`config.mk`:
```
export PLATFORM = sky130hd
export DESIGN_NAME = seq_restoring_divider
export DESIGN_NICKNAME = d
export VERILOG_FILES = /design/src/rtl/div_pkg.sv /design/src/rtl/seq_restoring_divider_div_step.sv /design/src/rtl/seq_restoring_divider.sv
export SDC_FILE = /design/constraint.sdc
export NUM_CORES = 1
export LEC_CHECK = 0
export BUFFER_PORTS_ARGS = -buffer_cell sky130_fd_sc_hd__buf_2
export CORE_ASPECT_RATIO = 0.9
export CORE_MARGIN = 3
export CORE_UTILIZATION = 50
export CTS_CLUSTER_DIAMETER = 40
export DETAILED_ROUTE_END_ITERATION = 10
export PLACE_DENSITY = 0.86
export SETUP_SLACK_MARGIN = 0.2
export SYNTH_ARGS = -nofsm -noshare
export SYNTH_HDL_FRONTEND = slang
export SYNTH_SLANG_ARGS = --single-unit
```
`constraint.sdc`:
```
create_clock -name clk -period 1.8 [get_ports clk]
set_clock_uncertainty 0.15 [all_clocks]
set_input_delay 0.36 -clock clk [delete_from_list [all_inputs] [get_ports clk]]
set_output_delay 0.36 -clock clk [all_outputs]
set_load 0.005 [all_outputs]
```
`src/rtl/div_pkg.sv`:
```
// Shared types and constants for the sequential restoring divider.
package div_pkg;

    localparam int DEF_WIDTH = 4;

    // Wide enough for the largest legal WIDTH; users slice the low WIDTH bits.
    localparam logic [15:0] DIV_ZERO_QUOTIENT = 16'hFFFF;

    typedef enum logic [1:0] {
        IDLE = 2'd0,
        CALC = 2'd1,
        DONE = 2'd2
    } state_t;

endpackage

```
`src/rtl/seq_restoring_divider_div_step.sv`:
```
// One restoring-division iteration: shift in the next dividend bit, trial-subtract the divisor.
module div_step
    import div_pkg::*;
#(
    parameter int WIDTH = DEF_WIDTH
) (
    input  logic [WIDTH:0]   p_in,
    input  logic             bit_in,
    input  logic [WIDTH-1:0] divisor,
    output logic [WIDTH:0]   p_out,
    output logic             q_bit
);

    logic [WIDTH:0] shifted;
    logic [WIDTH:0] trial;

    assign shifted = {p_in[WIDTH-1:0], bit_in};
    assign trial   = shifted - {1'b0, divisor};
    // A set top bit of p_in means the true shifted value already exceeds any divisor.
    assign q_bit   = p_in[WIDTH] | (shifted >= {1'b0, divisor});
    assign p_out   = q_bit ? trial : shifted;

endmodule

```
`src/rtl/seq_restoring_divider.sv`:
```
// Sequential unsigned restoring divider: one quotient bit per clock, start/done handshake.
module seq_restoring_divider
    import div_pkg::*;
#(
    parameter int WIDTH = DEF_WIDTH
) (
    input  logic             clk,
    input  logic             rst,
    input  logic             start,
    input  logic [WIDTH-1:0] dividend,
    input  logic [WIDTH-1:0] divisor,
    output logic             busy,
    output logic             done,
    output logic [WIDTH-1:0] quotient,
    output logic [WIDTH-1:0] remainder,
    output logic             div_by_zero
);

    localparam int CW = $clog2(WIDTH + 1);

    state_t           state_q, state_d;
    logic [WIDTH:0]   p_q, p_d;
    logic [WIDTH-1:0] q_q, q_d;
    logic [WIDTH-1:0] dvs_q, dvs_d;
    logic [CW-1:0]    cnt_q, cnt_d;
    logic             dz_q, dz_d;
    logic             busy_q, busy_d;
    logic             done_q, done_d;
    logic             dbz_q, dbz_d;
    logic [WIDTH-1:0] quo_q, quo_d;
    logic [WIDTH-1:0] rem_q, rem_d;

    logic [WIDTH:0]   step_p;
    logic             step_bit;

    div_step #(.WIDTH(WIDTH)) u_step (
        .p_in    (p_q),
        .bit_in  (q_q[WIDTH-1]),
        .divisor (dvs_q),
        .p_out   (step_p),
        .q_bit   (step_bit)
    );

    always_comb begin
        state_d = state_q;
        p_d     = p_q;
        q_d     = q_q;
        dvs_d   = dvs_q;
        cnt_d   = cnt_q;
        dz_d    = dz_q;
        quo_d   = quo_q;
        rem_d   = rem_q;
        dbz_d   = dbz_q;
        done_d  = (state_q == DONE);

        // Results publish on the edge leaving DONE, together with the done pulse.
        if (state_q == DONE) begin
            quo_d = q_q;
            rem_d = p_q[WIDTH-1:0];
            dbz_d = dz_q;
        end

        case (state_q)
            IDLE, DONE: begin
                if (start) begin
                    if (divisor != '0) begin
                        p_d     = '0;
                        q_d     = dividend;
                        dvs_d   = divisor;
                        cnt_d   = CW'(WIDTH);
                        dz_d    = 1'b0;
                        state_d = CALC;
                    end else begin
                        p_d     = {1'b0, dividend};
                        q_d     = DIV_ZERO_QUOTIENT[WIDTH-1:0];
                        dvs_d   = '0;
                        cnt_d   = '0;
                        dz_d    = 1'b1;
                        state_d = DONE;
                    end
                end else if (state_q == DONE) begin
                    state_d = IDLE;
                end
            end
            CALC: begin
                p_d   = step_p;
                q_d   = {q_q[WIDTH-2:0], step_bit};
                cnt_d = cnt_q - CW'(1);
                if (cnt_q == CW'(1)) state_d = DONE;
            end
            default: state_d = IDLE;
        endcase

        busy_d = (state_d == CALC);
    end

    always_ff @(posedge clk or posedge rst) begin
        if (rst) begin
            state_q <= IDLE;
            p_q     <= '0;
            q_q     <= '0;
            dvs_q   <= '0;
            cnt_q   <= '0;
            dz_q    <= 1'b0;
            busy_q  <= 1'b0;
            done_q  <= 1'b0;
            dbz_q   <= 1'b0;
            quo_q   <= '0;
            rem_q   <= '0;
        end else begin
            state_q <= state_d;
            p_q     <= p_d;
            q_q     <= q_d;
            dvs_q   <= dvs_d;
            cnt_q   <= cnt_d;
            dz_q    <= dz_d;
            busy_q  <= busy_d;
            done_q  <= done_d;
            dbz_q   <= dbz_d;
            quo_q   <= quo_d;
            rem_q   <= rem_d;
        end
    end

    assign busy        = busy_q;
    assign done        = done_q;
    assign quotient    = quo_q;
    assign remainder   = rem_q;
    assign div_by_zero = dbz_q;

endmodule

```
==> results.sh <==
export IMPL_tightest_slew_ns=0.512
export IMPL_die_w_um=63.3
export IMPL_grt_first_pass_wirelength_um=6010
export IMPL_vias=1298
export IMPL_htree_levels=2
export IMPL_switchingPower_mw=1.74
export IMPL_ys_flop_type="dfrtp_1"
export IMPL_wl_per_cell_um=17.2
export IMPL_viasPerCell=5.85
export IMPL_clkLatencyLatePin_ns=0.34
export IMPL_ys_seq_area_share_pct=50.8
export IMPL_place_congestion=0.993
export IMPL_max_cap_violations=0
export IMPL_syn_inst=142
export IMPL_intPower_mw=2.47
export IMPL_cts_path_max_buffers=2
export IMPL_drtIter0Drc=108
export IMPL_p_leak_nw=0.923
export IMPL_ioPinCount=22
export IMPL_yosys_area_top_type="dfrtp_1"
export IMPL_grt_usage_pct=21.8
export IMPL_synth_edf_count=0
export IMPL_antenna_found_initial=0
export IMPL_cts_tree="built"
export IMPL_post_route_period_util_pct=103
export IMPL_hold_violations=0
export IMPL_synth_fp_nets=160
export IMPL_grt_setup_unrepaired="yes"
export IMPL_fp_row_count=18
export IMPL_critPathCaptureType="register"
export IMPL_grt_pass1_vias=1212
export IMPL_synth_area_per_cell_um2=10.4
export IMPL_maxSlewViolCount=0
export IMPL_min_delay_path_class="input pin to register"
export IMPL_final_area_um2=1930
export IMPL_yosys_warnings=0
export IMPL_powerDensity_nw_per_um2=2180
export IMPL_initial_core_util_pct=52.9
export IMPL_io_buffer_count=21
export IMPL_core_um2=2790
export IMPL_die_h_um=57.6
export IMPL_cts_clk_slew_worst_paths_ns=0.10
export IMPL_root_buffer="clkbuf_4"
export IMPL_critical_path_required_ns=1.87
export IMPL_n_antenna_cell=0
export IMPL_p_comb_share_pct=58.0
export IMPL_finalWirelength_um=3810
export IMPL_rrSetupSlack_ns=-0.05
export IMPL_yosys_top_cells_count="dfrtp_1 (30), nand2_1 (17), inv_1 (10), o21ai_0 (10), mux2_2 (7)"
export IMPL_criticalPathCategory="register to register"
export IMPL_setup_viol=1
export IMPL_synthesis_area_um2=1480
export IMPL_cts_buffers_inserted=5
export IMPL_layout_nets=199
export IMPL_cp_start_kind="register"
export IMPL_max_freq_mhz=542
export IMPL_place_ws_ns=-0.0997
export IMPL_ys_async_sr_fraction_pct=100
export IMPL_cts_sinks=30
export IMPL_drc=0
export IMPL_swShare_pct=41.4
export IMPL_nFillCells=207
export IMPL_dp_hpwl_um=2440
export IMPL_layout_min_cycle_time_ns=1.85
export IMPL_sequentialPowerShare_pct=29.1
export IMPL_synthDistinctLibCells=35
export IMPL_detail_route_antenna_nets=0
export IMPL_slew_headroom_pct=65.9
export IMPL_synthTopCellsByArea="dfrtp_1 (51%), mux2_2 (5.3%), ha_1 (5.1%)"
export IMPL_synth_seq_cells=30
export IMPL_critPathMaxFanout=2
export IMPL_status="finished, violations left"
export IMPL_pwr_share_clk_pct=12.9
export IMPL_grt_max_degree=31
export IMPL_drive_gt1_share_pct=41.8
export IMPL_firstDrtPassIters=4
export IMPL_fin_util_pct=69.2
export IMPL_peakVddDrop_v=0.000910
export IMPL_yosys_area_top_type_share_pct=50.8
export IMPL_grt_remaining_overflow=0
export IMPL_synth_most_common_cell="dfrtp_1"
export IMPL_area_growth_pct=30.7
export IMPL_place_area_um2=1720
export IMPL_die_area_um2=3640
export IMPL_violations="negative setup slack"
export IMPL_setup_ws_ns=-0.0455
export IMPL_arrival_ns=1.91
stage by stage:
step                std cells  setup TNS [ns]  power (mW)  hold WS (ns)
floorplan                 142               0        2.60         0.300
global placement          205               0        3.04         0.297
detailed placement        205         -0.0997        3.18         0.305
CTS                       221         -0.0179        4.01        0.0737
global route              222          -0.133        4.47        0.0723
finish                    222         -0.0455        4.21        0.0728
state kept, by name, summed over array words and instances, names as in the netlist, 2 cells and up:
register,cells
state_q,2
q_q,4
cnt_q,3
remainder,4
dvs_q,4
quotient,4
p_q,5
metal layers:
layer / wire [um] / share of wire [%] / GRT usage (%) / vias to the layer above
met4: 118 / 3.1 / 11.1 / 0
met3: 297 / 7.8 / 6.50 / 21
met2: 1840 / 48 / 34.1 / 73
li1: - / - / - / 583
met1: 1550 / 41 / 27.5 / 621
met5: 0 / 0 / 0 / -
cell families after synthesis:
kind of cell             count (synthesis)  share of synthesized area (%)
XOR/XNOR                                 1                          0.593
AO/OA/AOI/OAI                           37                           16.3
multiplexers                             7                           5.33
buffers and inverters                   15                           3.98
adder cells (fa/ha/maj)                  7                           6.44
AND/OR/NAND/NOR                         45                           16.5
flip-flops                              30                           50.8
layout make-up:
type | instances | area, um^2 | area share [%]
well taps | 40 | 50.0 | 2.59
clock buffers | 5 | 37.5 | 1.94
inverters | 10 | 37.5 | 1.94
clock inverters | 3 | 40.0 | 2.07
repair buffers | 37 | 231 | 12.0
flip-flops and latches | 30 | 752 | 38.9
multi-input cells | 97 | 783 | 40.5
what timing repair did:
item / CTS / global route
cloned: 0 / 0
pin swaps: 11 / 2
setup buffers: 7 / 1
setup endpoints to repair: 6 / 6
hold buffers: 1 / 0
resized for setup: 10 / 4
endpoints found under the hold margin: 30 / 0
critical path: stages, from the launching register on:
cell      delay, ns
dfrtp_1        0.39
inv_2          0.07
ha_4           0.17
fa_2           0.35
nand2b_4       0.17
a21oi_4        0.13
xor2_1         0.20
o31ai_1        0.09
power by group through the flow:
stage               Sequential [mW]  Clock, mW  Combinational [mW]
finish                         1.22      0.543                2.44
global placement               1.20          0                1.84
global route                   1.26      0.582                2.63
floorplan                      1.19          0                1.41
CTS                            1.21      0.546                2.25
detailed placement             1.21          0                1.96
worst paths after layout:
path	from	end	cells after the start
max in group asynchronous	rst	p_q[0]$_DFFE_PP0P_	4
max reg2reg	q_q[3]$_DFFE_PP0P_	p_q[4]$_DFFE_PP0P_	7
max	q_q[3]$_DFFE_PP0P_	p_q[4]$_DFFE_PP0P_	7
min	divisor[0]	dvs_q[0]$_DFFE_PP0P_	3
min in group asynchronous	rst	q_q[1]$_DFFE_PP0P_	4
min reg2reg	remainder[0]$_DFFE_PP0P_	remainder[0]$_DFFE_PP0P_	2
cell usage in the layout (no fill, tap or decap), types with 3 or more instances in the layout:
cell type and n:
o22ai_1 4, nand2b_1 3, clkbuf_4 5, ha_4 4, nor3_1 3, o21ai_1 3
mux2_2 7, buf_2 21, a221oi_1 3, nor2b_1 3, a21oi_1 4, inv_1 7
nand2_1 16, buf_4 14, nor2_1 5, inv_2 3, dfrtp_1 29, nor4_1 3
o21ai_0 10
Power figures use the tool's default switching activity.
